`src/rtl/riscv_pkg.sv`:
```
`default_nettype none
// ============================================================================
// riscv_pkg : shared widths, reset vector and the fetch FIFO entry type
// Rev 1.0
// ============================================================================
package riscv_pkg;

  localparam int XLEN = 32;
  localparam int ILEN = 32;

  localparam logic [XLEN-1:0] RESET_VECTOR = 32'h0000_0000;

  typedef struct packed {
    logic [XLEN-1:0] pc;
    logic [ILEN-1:0] instr;
  } fetch_entry_t;

endpackage
`default_nettype wire

```
`src/rtl/fetch_fifo.sv`:
```
`default_nettype none
// ============================================================================
// fetch_fifo : synchronous FIFO with registered storage, flush and occupancy
// Rev 1.0
// ============================================================================
module fetch_fifo
  import riscv_pkg::*;
#(
  parameter type ENTRY_T = fetch_entry_t,
  parameter int  DEPTH   = 4
) (
  input  logic                   clk,
  input  logic                   rst_n,
  input  logic                   push,
  input  ENTRY_T                 push_data,
  input  logic                   pop,
  input  logic                   flush,
  output logic                   full,
  output logic                   empty,
  output logic [$clog2(DEPTH):0] count,
  output ENTRY_T                 head
);

  localparam int AW = $clog2(DEPTH);
  localparam int CW = AW + 1;

  ENTRY_T        mem [DEPTH];
  logic [AW-1:0] wr_ptr;
  logic [AW-1:0] rd_ptr;
  logic          do_push;
  logic          do_pop;

  assign full    = (count == CW'(DEPTH));
  assign empty   = (count == '0);
  assign do_pop  = pop & ~empty;
  // A full FIFO may still accept a write when its head leaves on the same edge.
  assign do_push = push & (~full | do_pop);
  assign head    = mem[rd_ptr];

  always_ff @(posedge clk or negedge rst_n) begin
    if (!rst_n) begin
      wr_ptr <= '0;
      rd_ptr <= '0;
      count  <= '0;
      for (int i = 0; i < DEPTH; i++) begin
        mem[i] <= '0;
      end
    end else if (flush) begin
      wr_ptr <= '0;
      rd_ptr <= '0;
      count  <= '0;
    end else begin
      if (do_push) begin
        mem[wr_ptr] <= push_data;
        wr_ptr      <= wr_ptr + AW'(1);
      end
      if (do_pop) begin
        rd_ptr <= rd_ptr + AW'(1);
      end
      count <= count + CW'(do_push) - CW'(do_pop);
    end
  end

endmodule
`default_nettype wire

```
`src/rtl/fetch_unit.sv`:
```
`default_nettype none
// ============================================================================
// fetch_unit : in-order instruction fetch with prefetch FIFO and redirect flush
// Rev 1.0
// ============================================================================
module fetch_unit
  import riscv_pkg::*;
#(
  parameter logic [XLEN-1:0] RESET_PC = RESET_VECTOR,
  parameter int              DEPTH    = 4
) (
  input  logic            clk,
  input  logic            rst_n,
  output logic            imem_req_valid,
  input  logic            imem_req_ready,
  output logic [XLEN-1:0] imem_req_addr,
  input  logic            imem_resp_valid,
  input  logic [ILEN-1:0] imem_resp_data,
  input  logic            redirect_valid,
  input  logic [XLEN-1:0] redirect_pc,
  output logic            instr_valid,
  input  logic            instr_ready,
  output logic [ILEN-1:0] instr,
  output logic [XLEN-1:0] instr_pc
);

  localparam int CW = $clog2(DEPTH) + 1;

  logic [XLEN-1:0] fetch_pc;
  logic [CW-1:0]   outstanding;
  logic [CW-1:0]   discard;
  logic [CW-1:0]   fifo_count;
  logic [CW-1:0]   tag_count;
  logic [CW:0]     credit_used;
  logic            active;
  logic            fifo_full;
  logic            fifo_empty;
  logic            tag_full;
  logic            tag_empty;
  logic [XLEN-1:0] tag_pc;
  fetch_entry_t    head;
  fetch_entry_t    resp_entry;
  logic            req_fire;
  logic            resp_keep;
  logic            instr_pop;
  logic            unused_bits;

  // Requests are only issued when the FIFO is guaranteed room for every reply.
  assign credit_used    = {1'b0, outstanding} + {1'b0, fifo_count};
  assign imem_req_valid = active & (credit_used < (CW+1)'(DEPTH)) & ~redirect_valid;
  assign imem_req_addr  = fetch_pc;
  assign req_fire       = imem_req_valid & imem_req_ready;

  assign resp_keep  = imem_resp_valid & (discard == '0) & ~redirect_valid;
  assign resp_entry = '{pc: tag_pc, instr: imem_resp_data};

  assign instr_valid = ~fifo_empty & ~redirect_valid;
  assign instr_pop   = instr_valid & instr_ready;
  assign instr       = head.instr;
  assign instr_pc    = head.pc;

  assign unused_bits = ^{redirect_pc[1:0], fifo_full, tag_full, tag_empty, tag_count};

  always_ff @(posedge clk or negedge rst_n) begin
    if (!rst_n) begin
      fetch_pc    <= RESET_PC;
      outstanding <= '0;
      discard     <= '0;
      active      <= 1'b0;
    end else begin
      active      <= 1'b1;
      outstanding <= outstanding + CW'(req_fire) - CW'(imem_resp_valid);
      if (redirect_valid) begin
        fetch_pc <= {redirect_pc[XLEN-1:2], 2'b00};
        // Every reply still in flight after this edge belongs to the old path.
        discard  <= outstanding - CW'(imem_resp_valid);
      end else begin
        if (req_fire) begin
          fetch_pc <= fetch_pc + 32'd4;
        end
        if (imem_resp_valid && (discard != '0)) begin
          discard <= discard - CW'(1);
        end
      end
    end
  end

  fetch_fifo #(
    .ENTRY_T (logic [XLEN-1:0]),
    .DEPTH   (DEPTH)
  ) u_tag_fifo (
    .clk       (clk),
    .rst_n     (rst_n),
    .push      (req_fire),
    .push_data (fetch_pc),
    .pop       (resp_keep),
    .flush     (redirect_valid),
    .full      (tag_full),
    .empty     (tag_empty),
    .count     (tag_count),
    .head      (tag_pc)
  );

  fetch_fifo #(
    .ENTRY_T (fetch_entry_t),
    .DEPTH   (DEPTH)
  ) u_instr_fifo (
    .clk       (clk),
    .rst_n     (rst_n),
    .push      (resp_keep),
    .push_data (resp_entry),
    .pop       (instr_pop),
    .flush     (redirect_valid),
    .full      (fifo_full),
    .empty     (fifo_empty),
    .count     (fifo_count),
    .head      (head)
  );

endmodule
`default_nettype wire

```
`config.mk`:
```
export PLATFORM = sky130hd
export DESIGN_NAME = fetch_unit
export DESIGN_NICKNAME = d
export VERILOG_FILES = /design/src/rtl/riscv_pkg.sv /design/src/rtl/fetch_fifo.sv /design/src/rtl/fetch_unit.sv
export SDC_FILE = /design/constraint.sdc
export NUM_CORES = 1
export LEC_CHECK = 0
export ABC_AREA = 0
export BUFFER_PORTS_ARGS = -buffer_cell sky130_fd_sc_hd__buf_2
export CAP_MARGIN = 20
export CORE_MARGIN = 4
export CORE_UTILIZATION = 62
export CTS_BUF_LIST = sky130_fd_sc_hd__clkbuf_4
export DETAILED_ROUTE_END_ITERATION = 7
export HOLD_SLACK_MARGIN = 0.05
export PLACE_DENSITY = 0.82
export REMOVE_ABC_BUFFERS = 1
export SETUP_SLACK_MARGIN = 0.2
export SLEW_MARGIN = 20
export SYNTH_ARGS = -nofsm -noshare
export SYNTH_HDL_FRONTEND = slang
export SYNTH_HIERARCHICAL = 1
export SYNTH_SLANG_ARGS = --single-unit
```
`constraint.sdc`:
```
create_clock -name clk -period 4.3 [get_ports clk]
set_clock_uncertainty 0.1 [all_clocks]
set_input_delay 0 -clock clk [delete_from_list [all_inputs] [get_ports clk]]
set_output_delay 0 -clock clk [all_outputs]
set_load 0.01 [all_outputs]
```
=== After elaboration in Yosys (flattened, before gate mapping) ===
Cells that the tools add are included.

* Add/sub/neg operators: 14
* $mul: 0
* Divide/modulo/power cells: 0
* Order comparisons: 7
* Equality and inequality tests: 2
* Shift operators: 0
* Muxes and demuxes: 26
* Bitwise logic cells: 22
* Reduce and logical (&&, ||, !) cells: 15

{| class="wikitable"
|+ Operators by type and width
! kind !! number
|-
| 256-bit bitwise mux || 1
|-
| 64-bit two-way mux || 3
|-
| 32-bit two-way mux || 5
|-
| 64-bit binary-select mux with 2-bit select || 1
|-
| 128-bit bitwise mux || 1
|-
| 64-bit demux with 2-bit select || 1
|-
| 32-bit binary-select mux with 2-bit select || 1
|-
| 32-bit demux with 2-bit select || 1
|-
| 32-bit by 3-bit adder with 32-bit output, second input constant || 1
|-
| 2-bit two-way mux || 8
|-
| 3-bit greater-or-equal comparator, second input constant || 4
|-
| 3-bit two-way mux || 4
|-
| 2-bit NOT with 3-bit output || 4
|-
| 2-bit nonzero test || 6
|-
| 3-bit by 1-bit subtractor with 3-bit output || 4
|-
| 1-bit AND || 11
|-
| 3-bit by 1-bit adder with 3-bit output || 3
|-
| 3-bit logical NOT || 3
|-
| 2-bit by 1-bit adder with 2-bit output, second input constant || 4
|-
| 3-bit == test, second input constant || 2
|-
| 3-bit by 1-bit < comparator with 1-bit output, second input constant || 2
|-
| 1-bit NOT || 5
|-
| 3-bit by 3-bit adder with 4-bit output || 1
|-
| 4-bit by 3-bit < comparator with 1-bit output, second input constant || 1
|-
| 5 further kinds || 9
|}

* Flip-flop bits (word level): 437
* Bits in latches: 0
* RAM bits: 0
* Bits in read-only memories: 0
* Bits of input ports: 70
* Output and inout bits: 98
* Memories: 0

=== Depth between registers and ports, before layout ===
Gate-level depths: netlist (run 1).

* Word-level depth: 10
* Gate-level depth with buffers: 14

=== By module ===
The synthesis (run 1) kept the hierarchy.

{| class="wikitable"
|+ Modules (own cells, without submodules)
! module !! instances !! cells an instance !! area an instance (um2)
|-
| fetch_fifo at u_instr_fifo || 1 || 665 || 12221.7
|-
| fetch_fifo at u_tag_fifo || 1 || 359 || 6363.6
|-
| fetch_unit || 1 || 238 || 2237.1
|}

=== Least setup slack after synthesis (run 1) ===
No wires, ideal clock.

* Kind: reg-to-reg
* Start point: register discard[0]
* End point: register u_tag_fifo.count[2]
* Library setup time: 86 ps
* Arrival time: 2917 ps
* Required time: 4114 ps
* Setup slack: 1197 ps
* Cell stages (with the launch flop): 15
* Clock period less this slack: 3103 ps
* Cell sequence: dfrtp_1 -> inv_1 -> ha_1 -> nand2b_1 -> nor3b_1 -> nor4b_4 -> nand2b_1 -> ha_1 -> inv_1 -> ha_1 -> inv_1 -> fa_1 -> xor2_1 -> and2_1 -> nor3_1

* Longest elaborated chain between the ends: 9

{| class="wikitable"
|+ RTL lines
! element !! RTL line !! RTL
|-
| start: declaration || fetch_unit.sv:31 || <nowiki>logic [CW-1:0] discard;</nowiki>
|-
| start signal: assignment || fetch_unit.sv:76 || <nowiki>discard <= outstanding - CW'(imem_resp_valid);</nowiki>
|-
| start signal: assignment || fetch_unit.sv:82 || <nowiki>discard <= discard - CW'(1);</nowiki>
|-
| 3-bit logical NOT (*) || fetch_unit.sv:54 || <nowiki>assign resp_keep = imem_resp_valid & (discard == '0) & ~redirect_valid;</nowiki>
|-
| 1-bit AND (*) (2 in series) || fetch_unit.sv:54 ||
|-
| net resp_keep || fetch_unit.sv:44 || <nowiki>logic resp_keep;</nowiki>
|-
| 1-bit AND (*) || fetch_fifo.sv:35 || <nowiki>assign do_pop = pop & ~empty;</nowiki>
|-
| 1-bit bitwise OR || fetch_fifo.sv:37 || <nowiki>assign do_push = push & (~full | do_pop);</nowiki>
|-
| 1-bit AND || fetch_fifo.sv:37 ||
|-
| 3-bit by 1-bit adder with 3-bit output || fetch_fifo.sv:60 || <nowiki>count <= count + CW'(do_push) - CW'(do_pop);</nowiki>
|-
| 3-bit by 1-bit subtractor with 3-bit output (*) || fetch_fifo.sv:60 ||
|-
| 3-bit two-way mux (*) || fetch_fifo.sv:48 || <nowiki>end else if (flush) begin</nowiki>
|-
| end signal: assignment || fetch_fifo.sv:60 ||
|-
| end: declaration || fetch_fifo.sv:20 || <nowiki>output logic [$clog2(DEPTH):0] count,</nowiki>
|}

Mark *: on every way through the listed nets, which the timed path passes. The rest lies on a longest branch.
A chain may end at the register's enable or synchronous reset.

=== Final worst setup path (run 1) ===
* Start point: register discard[0]
* End point: register u_instr_fifo.count[2]

* Longest elaborated chain between the ends: 7

{| class="wikitable"
|+ RTL lines
! element !! RTL line
|-
| 3-bit logical NOT || fetch_unit.sv:54
|-
| 1-bit AND (2 in series) || fetch_unit.sv:54
|-
| net resp_keep || fetch_unit.sv:44
|-
| 1-bit AND || fetch_fifo.sv:37
|-
| 3-bit by 1-bit adder with 3-bit output || fetch_fifo.sv:60
|-
| 3-bit by 1-bit subtractor with 3-bit output || fetch_fifo.sv:60
|-
| 3-bit two-way mux || fetch_fifo.sv:48
|-
| end signal: assignment || fetch_fifo.sv:60
|-
| end: declaration || fetch_fifo.sv:20
|}

The timed path passes the listed nets, and every way through them passes these cells.

==> results of run 1 <==
metrics by stage:
stage,setup WS (ps),instance area [um^2],TNS (ps),hold WS (ps)
3_5_place_dp,1025,22080,0,20.20
2_1_floorplan,-7885,20300,-1757120,-395.6
3_3_place_gp,1113,22080,0,12.85
5_1_grt,463.8,25340,0,104.4
6_report,552.4,25340,0,146.8
4_1_cts,612.1,25340,0,52.57
timing repair:
item | 4_1_cts | 5_1_grt
endpoints found under the setup margin | 0 | 0
hold endpoints to repair | 613 | 0
hold buffers | 188 | 0
setup buffers | 0 | 0
power by group through the flow:
stage | Combinational [mW] | Clock (mW) | Sequential (mW)
floorplan | 1.74 | 0 | 5.02
detailed placement | 2.44 | 0 | 5.13
finish | 2.63 | 3.43 | 5.10
global route | 2.83 | 3.75 | 5.17
CTS | 2.60 | 3.49 | 5.08
global placement | 2.35 | 0 | 5.10
worst max-delay path, cell delays in order (launching register included):
cell           delay [ps]
dfrtp_1               390
inv_1                 100
ha_1                  160
nand2b_1               80
nor3b_1               520
dlygate4sd3_1         640
buf_4                 150
nand2b_1              120
ha_1                  300
inv_1                  60
ha_1                  130
inv_1                  60
fa_1                  390
xor2_1                170
and2_1                160
nor3_1                140
placed cells by master, fill, tap and decap left out, drive strengths merged, types with 3 or more instances in the layout:
| cell | instances |
|---|---|
| ha | 21 |
| dlygate4sd3 | 187 |
| inv | 26 |
| fa | 3 |
| a32oi | 3 |
| a31o | 4 |
| nor2b | 3 |
| buf | 189 |
| xnor2 | 5 |
| a31oi | 3 |
| nand2b | 3 |
| nand4 | 13 |
| xor2 | 11 |
| o211ai | 11 |
| nand3 | 12 |
| nor4 | 3 |
| dfrtp | 435 |
| and3 | 4 |
| o311ai | 11 |
| clkinv | 41 |
| nor2 | 23 |
| nand2 | 42 |
| mux2 | 390 |
| clkbuf | 153 |
| or3 | 3 |
| nor4bb | 8 |
| nor3 | 8 |
| conb | 11 |
| a21oi | 5 |
| o21ai | 19 |
| and2 | 5 |
| mux4 | 96 |
routing by layer:
layer,vias up,track usage (%)
li1,5579,-
met1,6731,36.68
met2,463,45.32
met3,105,6.264
met4,0,10.03
met5,-,0
sequential cells by signal, indices dropped and copies added, names as in the netlist:
signal               cells
u_instr_fifo/mem       256
u_tag_fifo/mem         128
imem_req_addr           30
discard                  3
outstanding              3
u_instr_fifo/count       3
u_tag_fifo/count         3
u_instr_fifo/rd_ptr      2
u_instr_fifo/wr_ptr      2
u_tag_fifo/rd_ptr        2
u_tag_fifo/wr_ptr        2
active                   1
layout make-up:
cell class                      instances  area share (%)
Multi-Input combinational cell        734           37.16
Antenna cell                            2         0.01975
Clock inverter                         45          0.8245
Inverter                               24          0.3555
Clock buffer                          153           4.532
Timing Repair Buffer                  376           11.94
Sequential cell                       435           42.99
Tap cell                              442           2.182
final timing paths:
path	end	from	depth (start not counted)	slack, ps
max reg2reg	u_instr_fifo/count[2]$_DFF_PN0_	discard[0]$_DFFE_PN0P_	15	550
min in group asynchronous	u_instr_fifo/mem[71]$_DFFE_PN0P_	rst_n	4	430
max	u_instr_fifo/count[2]$_DFF_PN0_	discard[0]$_DFFE_PN0P_	15	550
min reg2reg	u_tag_fifo/mem[37]$_DFFE_PN0P_	u_tag_fifo/mem[37]$_DFFE_PN0P_	1	390
min	u_instr_fifo/count[0]$_DFF_PN0_	redirect_valid	3	150
max in group asynchronous	u_tag_fifo/mem[91]$_DFFE_PN0P_	rst_n	4	3120
==> flow_summary.json, run 1 <==
{
  "status": "complete, no violations",
  "period_minus_slack_ps": 3748,
  "start_kind": "flop",
  "required_ps": 4870,
  "fillers": 1830,
  "viasPerCell": 5.825,
  "hpwl_um": 26460,
  "vias": 12880,
  "htreeDepth": 3,
  "grt_max_degree": 111,
  "pwr-share-clk_pct": 30.7,
  "p_sw_share_pct": 28.88,
  "syn_area_per_cell_um2": 16.51,
  "highest_layer": "met4",
  "cp_max_fo": 8,
  "power_mw": 11.16,
  "grt_pass1_wl_um": 79370,
  "cts_tree": "done",
  "ant_nets": 0,
  "area_growth_pct": 21.79,
  "pwr-share-seq_pct": 45.7,
  "dp_cells": 1823,
  "gp_congestion": 0.7841,
  "dieArea_um2": 36560,
  "multi_input_area_um2": 9417,
  "slew_headroom_pct": 23.33,
  "numPortBuffers": 163,
  "wl_met1_um": 20760,
  "drive_gt1_share_pct": 48.73,
  "p_per_area_nw_per_um2": 440.5,
  "ys_warn_count": 6,
  "post-route-period-util_pct": 87.15,
  "routed_wl_um": 49200,
  "clk_latency_ps": 770,
  "syn_inst": 1260,
  "path_class": "flop to flop",
  "netlist_area_um2": 20810,
  "internal_power_mw": 7.939,
  "fmax_mhz": 266.8,
  "slew_viol_final": 0,
  "ctsResizeCount": 0,
  "drc": 0,
  "p_leak_nw": 11.96,
  "hold_violations": 0,
  "setup_viol": 0,
  "layout.nets": 1774,
  "final_core_util_pct": 77.30,
  "grt_pass1_vias": 14580,
  "regArea_um2": 10890,
  "start_util_pct": 63.47,
  "p_sw_mw": 3.223,
  "wl_met3_um": 2873,
  "numCtsBuffers": 109,
  "track_usage_pct": 27.62,
  "pin_count": 168,
  "dr_wl_met2_um": 24190,
  "first_pass_iters": 5,
  "endpoint_kind": "flop",
  "grt_remaining_overflow": 0,
  "final_cells": 2211,
  "worst_pin_slew_ps": 1150,
  "cts.sinks": 435,
  "clock-root-buffer": "clkbuf_4",
  "clk_path_buf_depth": 3,
  "maxCapViolations": 0,
  "placement_rows": 66,
  "min_path_type": "input port to flop",
  "fp.dieH_um": 191.2,
  "antenna_found_initial": 2,
  "core_um2": 32780,
  "ir_drop_mv": 0.3287,
  "die_x_um": 191.2,
  "drtIter0Drc": 763,
  "rsz0062_at_grt": "no",
  "routedWlPerCell_um": 22.25,
  "pwr-share-comb_pct": 23.6,
  "critical_path_arrival_ps": 4320,
  "clk_pin_slew_ps": 70
}
(Power assumes the default switching activity.)
==> run 2: changes to the inputs <==
==> constraint.sdc (replaced) <==
create_clock -name clk -period 3.7 [get_ports clk]
set_clock_uncertainty 0.1 [all_clocks]
set_input_delay 0 -clock clk [delete_from_list [all_inputs] [get_ports clk]]
set_output_delay 0 -clock clk [all_outputs]
set_load 0.01 [all_outputs]
==> flow_summary.json, run 2 (synthesis gave the netlist of run 1 again) <==
{
  "status": "complete, no violations",
  "cp-startpoint": "u_instr_fifo/count[2]$_DFF_PN0_",
  "htreeDepth": 3,
  "fp.dieH_um": 191.2,
  "drive_gt1_share_pct": 49.01,
  "antenna_found_initial": 1,
  "routed_wl_um": 49220,
  "p_per_area_nw_per_um2": 517.5,
  "setup_viol": 0,
  "clk_pin_slew_ps": 70,
  "die_x_um": 191.2,
  "ir_drop_mv": 0.2914,
  "p_leak_nw": 12.02,
  "viasPerCell": 5.873,
  "rsz0062_at_grt": "no",
  "cts_tree": "done",
  "vias": 13030,
  "largest_register": "u_instr_fifo/mem",
  "pin_count": 168,
  "hold_violations": 0,
  "fillers": 1791,
  "placement_rows": 66,
  "maxCapViolations": 0,
  "start_util_pct": 63.47,
  "hold_ws_ps": 166.8,
  "grt_max_degree": 118,
  "track_usage_pct": 27.38,
  "largest_reg_flops": 256,
  "gp_congestion": 0.8280,
  "cp_max_fo": 17,
  "dieArea_um2": 36560,
  "numPortBuffers": 163,
  "grt_remaining_overflow": 0,
  "slew_headroom_pct": 24.00,
  "ant_nets": 0,
  "post-route-period-util_pct": 91.27,
  "grt_pass1_vias": 14510,
  "core_um2": 32780,
  "final_area_um2": 25440,
  "fmax_mhz": 296.1,
  "cts.sinks": 435,
  "clock-root-buffer": "clkbuf_4",
  "r2r-start": "u_instr_fifo/count[2]$_DFF_PN0_",
  "routedWlPerCell_um": 22.19,
  "slew_viol_final": 0,
  "numCtsBuffers": 111,
  "drtIter0Drc": 825,
  "required_ps": 4300,
  "hp-start": "redirect_valid",
  "clk_path_buf_depth": 3,
  "layout.nets": 1777,
  "period_minus_slack_ps": 3377,
  "grt_pass1_wl_um": 78580,
  "min_path_type": "input port to flop",
  "placed_cell_area_um2": 22140,
  "final_cell_mix": "430 x dfrtp_1, 270 x mux2_4, 182 x dlygate4sd3_1, 162 x buf_2, 155 x clkbuf_4",
  "start_kind": "flop",
  "hpwl_um": 26680,
  "drc": 0,
  "critical_path_arrival_ps": 3980,
  "multi_input_area_um2": 9419,
  "area_growth_pct": 22.27,
  "first_pass_iters": 4,
  "endpoint_kind": "flop",
  "regArea_um2": 10900,
  "layout_commonest_cell": "dfrtp_1",
  "worst_pin_slew_ps": 1140,
  "clk_latency_ps": 800,
  "finalSetupTns_ps": 0,
  "path_class": "flop to flop"
}
run 2: cell count changes in the layout (fill, tap and decap cells not counted), sizes merged:
cell / change
dlymetal6s4s: +1
bufinv: +2
buf: +5
inv: -1
dlygate4sd3: -5
clkinv: +4
clkbuf: +2
diode: -1
run 2: worst paths after layout:
kind | endpoint | depth (start not counted) | slack [ps]
min reg2reg | u_tag_fifo/mem[37]$_DFFE_PN0P_ | 1 | 400
min in group asynchronous | u_instr_fifo/mem[71]$_DFFE_PN0P_ | 3 | 370
max reg2reg | imem_req_addr[15]$_DFFE_PN0P_ | 9 | 320
max | imem_req_addr[15]$_DFFE_PN0P_ | 9 | 320
min | u_instr_fifo/count[2]$_DFF_PN0_ | 3 | 170
max in group asynchronous | u_instr_fifo/wr_ptr[0]$_DFFE_PN0P_ | 4 | 1990
run 2: critical path: stages, from the launching register on:
cell	delay, ps
dfrtp_2	450
ha_1	230
nor3b_4	240
nand4_4	130
buf_6	190
or4_1	570
o21ai_1	150
dlygate4sd3_1	560
a31o_1	120
dlygate4sd3_1	570
run 2: power by group:
| part | switching (mW) | internal (mW) |
|---|---|---|
| Sequential | 0.507 | 5.42 |
| Clock | 2.00 | 2.15 |
| Combinational | 1.26 | 1.82 |
run 2: what timing repair did:
action | in CTS | in global routing
buffers inserted | 0 | 1
resized for setup | 0 | 5
endpoints found under the setup margin | 0 | 4
endpoints found under the hold margin | 613 | 0
hold buffers | 183 | 0
run 2: cell type report:
class / instances / share of cell area [%]
Sequential cell: 435 / 42.83
Clock inverter: 50 / 1.107
Tap cell: 442 / 2.174
Inverter: 24 / 0.3541
Clock buffer: 155 / 4.574
Antenna cell: 1 / 0.009836
Multi-Input combinational cell: 734 / 37.02
Timing Repair Buffer: 377 / 11.93
run 2: per-layer routing:
layer	wire length, um	track usage [%]
met4	1281	9.696
met1	21120	36.82
met5	0	0
met2	24200	45.14
met3	2616	5.515
run 2: metrics by stage:
stage | std cells | total power [mW] | setup WS [ps] | util, %
CTS | 2216 | 13.17 | 231.8 | 77.54
global placement | 1828 | 8.680 | 639.2 | 67.54
finish | 2218 | 13.17 | 322.9 | 77.60
global route | 2218 | 13.83 | 233.7 | 77.60
floorplan | 1193 | 7.850 | -8485 | -
detailed placement | 1828 | 8.822 | 552.0 | 67.54
==> run 3: changes to the inputs <==
--- a/config.mk
+++ b/config.mk
@@ -14,6 +14,7 @@
 export DETAILED_ROUTE_END_ITERATION = 7
 export HOLD_SLACK_MARGIN = 0.05
 export PLACE_DENSITY = 0.82
+export RECOVER_POWER = 50
 export REMOVE_ABC_BUFFERS = 1
 export SETUP_SLACK_MARGIN = 0.2
 export SLEW_MARGIN = 20
==> flow_summary.json, run 3 (synthesis gave the netlist of run 1 again) <==
{
  "clk_latency_ps": 800,
  "period_minus_slack_ps": 3376,
  "pwr-share-seq_pct": 45.1,
  "placement_rows": 66,
  "layout_commonest_cell": "dfrtp_1",
  "drive_gt1_share_pct": 46.82,
  "antenna_found_initial": 1,
  "largest_reg_flops": 256,
  "grt_pass1_wl_um": 78580,
  "post-route-period-util_pct": 91.23,
  "worst_pin_slew_ps": 1919,
  "largest_register": "u_instr_fifo/mem",
  "die_x_um": 191.2,
  "cts.sinks": 435,
  "cts_tree": "done",
  "hold_violations": 0,
  "status": "complete, but fails checks",
  "p_per_area_nw_per_um2": 519.0,
  "fillers": 1824,
  "min_path_type": "input port to flop",
  "clock-root-buffer": "clkbuf_4",
  "pwr-share-comb_pct": 23.3,
  "first_pass_iters": 5,
  "gp_congestion": 0.8280,
  "setup_viol": 0,
  "start_kind": "flop",
  "met3_usage_pct": 5.515,
  "drtIter0Drc": 899,
  "critical_path_arrival_ps": 3980,
  "final_core_util_pct": 77.26,
  "viasPerCell": 5.874,
  "grt_remaining_overflow": 0,
  "vias": 13030,
  "multi_input_area_um2": 9393,
  "internal_power_mw": 9.382,
  "slew_viol_final": 123,
  "track_usage_pct": 27.38,
  "drc": 0,
  "pwr-share-clk_pct": 31.6,
  "clk_pin_slew_ps": 70,
  "htreeDepth": 3,
  "p_sw_mw": 3.763,
  "pin_count": 168,
  "hpwl_um": 26680,
  "maxCapViolations": 2,
  "hold_ws_ps": 173.2,
  "core_um2": 32780,
  "path_class": "flop to flop",
  "routedWlPerCell_um": 22.16,
  "cp_max_fo": 17,
  "layout.nets": 1777,
  "violations": "max-capacitance violations, max-slew violations",
  "placed_cell_area_um2": 22140,
  "fp.dieH_um": 191.2,
  "final_cell_mix": "431 x dfrtp_1, 270 x mux2_4, 182 x dlygate4sd3_1, 156 x clkbuf_4, 131 x buf_2",
  "area_growth_pct": 21.73,
  "regArea_um2": 10900,
  "use_met1_pct": 36.82,
  "start_util_pct": 63.47,
  "clk_path_buf_depth": 3,
  "final_area_um2": 25330,
  "grt_pass1_vias": 14510,
  "ant_nets": 0,
  "p_sw_share_pct": 28.62,
  "required_ps": 4300,
  "dieArea_um2": 36560,
  "met2_usage_pct": 45.14,
  "fmax_mhz": 296.2,
  "ir_drop_mv": 0.2904,
  "endpoint_kind": "flop",
  "routed_wl_um": 49150,
  "slew_headroom_pct": -27.95,
  "p_leak_nw": 11.87,
  "top_usage_layer": "met2",
  "numPortBuffers": 163,
  "grt_max_degree": 118,
  "rsz0062_at_grt": "no",
  "numCtsBuffers": 111
}
==> run 3: changes by cell type in the layout (fill, tap and decap cells not counted), sizes merged <==
cell           delta
clkdlybuf4s25     +1
buf              -37
clkbuf           +37
dlymetal6s4s      -1
==> run 3: through the flow <==
step | TNS, ps | total power [mW] | std cells | setup slack [ps]
2_1_floorplan | -1929920 | 7.850 | 1193 | -8485
3_3_place_gp | 0 | 8.680 | 1828 | 639.2
3_5_place_dp | 0 | 8.822 | 1828 | 552.0
4_1_cts | 0 | 13.17 | 2216 | 231.8
5_1_grt | 0 | 13.82 | 2218 | 196.3
6_report | 0 | 13.15 | 2218 | 324.4
==> run 3: what timing repair did <==
| item | 4_1_cts | 5_1_grt |
|---|---|---|
| gates resized for setup | 0 | 5 |
| hold endpoints to repair | 613 | 0 |
| setup buffers | 0 | 1 |
| endpoints found under the setup margin | 0 | 4 |
| hold buffers | 183 | 0 |
==> run 3: final cells by class <==
cell class,count,share of cell area [%]
clock buffer,155,4.594
clock inverter,50,1.111
sequential,435,43.02
multi-input combinational,734,37.08
inverter,24,0.3557
timing repair buffer,377,11.64
antenna,1,0.009880
tap,442,2.183
==> run 3: path summary, 6_finish.rpt <==
kind,startpoint,endpoint,slack [ps],depth (start not counted)
max in group asynchronous,rst_n,u_tag_fifo/rd_ptr[0]$_DFFE_PN0P_,650,4
setup reg to reg,u_instr_fifo/count[2]$_DFF_PN0_,imem_req_addr[15]$_DFFE_PN0P_,320,9
setup / recovery,u_instr_fifo/count[2]$_DFF_PN0_,imem_req_addr[15]$_DFFE_PN0P_,320,9
hold reg to reg,u_tag_fifo/mem[36]$_DFFE_PN0P_,u_tag_fifo/mem[36]$_DFFE_PN0P_,400,1
min in group asynchronous,rst_n,u_instr_fifo/mem[71]$_DFFE_PN0P_,370,3
hold / removal,redirect_valid,u_instr_fifo/count[2]$_DFF_PN0_,170,3
==> run 3: worst max-delay path: stages (launching register included) <==
cell and delay (ps):
dfrtp_2 440, ha_1 220, nor3b_4 240, nand4_4 140, buf_6 190, or4_1 570
o21ai_1 150, dlygate4sd3_1 570, a31o_1 120, dlygate4sd3_1 570
==> run 3: routing by layer <==
| layer | share of wire [%] | routed length, um |
|---|---|---|
| met3 | 5.9 | 2897 |
| met5 | 0 | 0 |
| met4 | 2.7 | 1345 |
| met2 | 49 | 24170 |
| met1 | 42 | 20730 |
==> run 3: power groups by stage <==
stage	combinational, mW	sequential [mW]	clock [mW]
floorplan	2.02	5.83	0
finish	3.06	5.93	4.15
global placement	2.75	5.93	0
detailed placement	2.85	5.97	0
CTS	3.03	5.90	4.24
global route	3.28	6.00	4.53
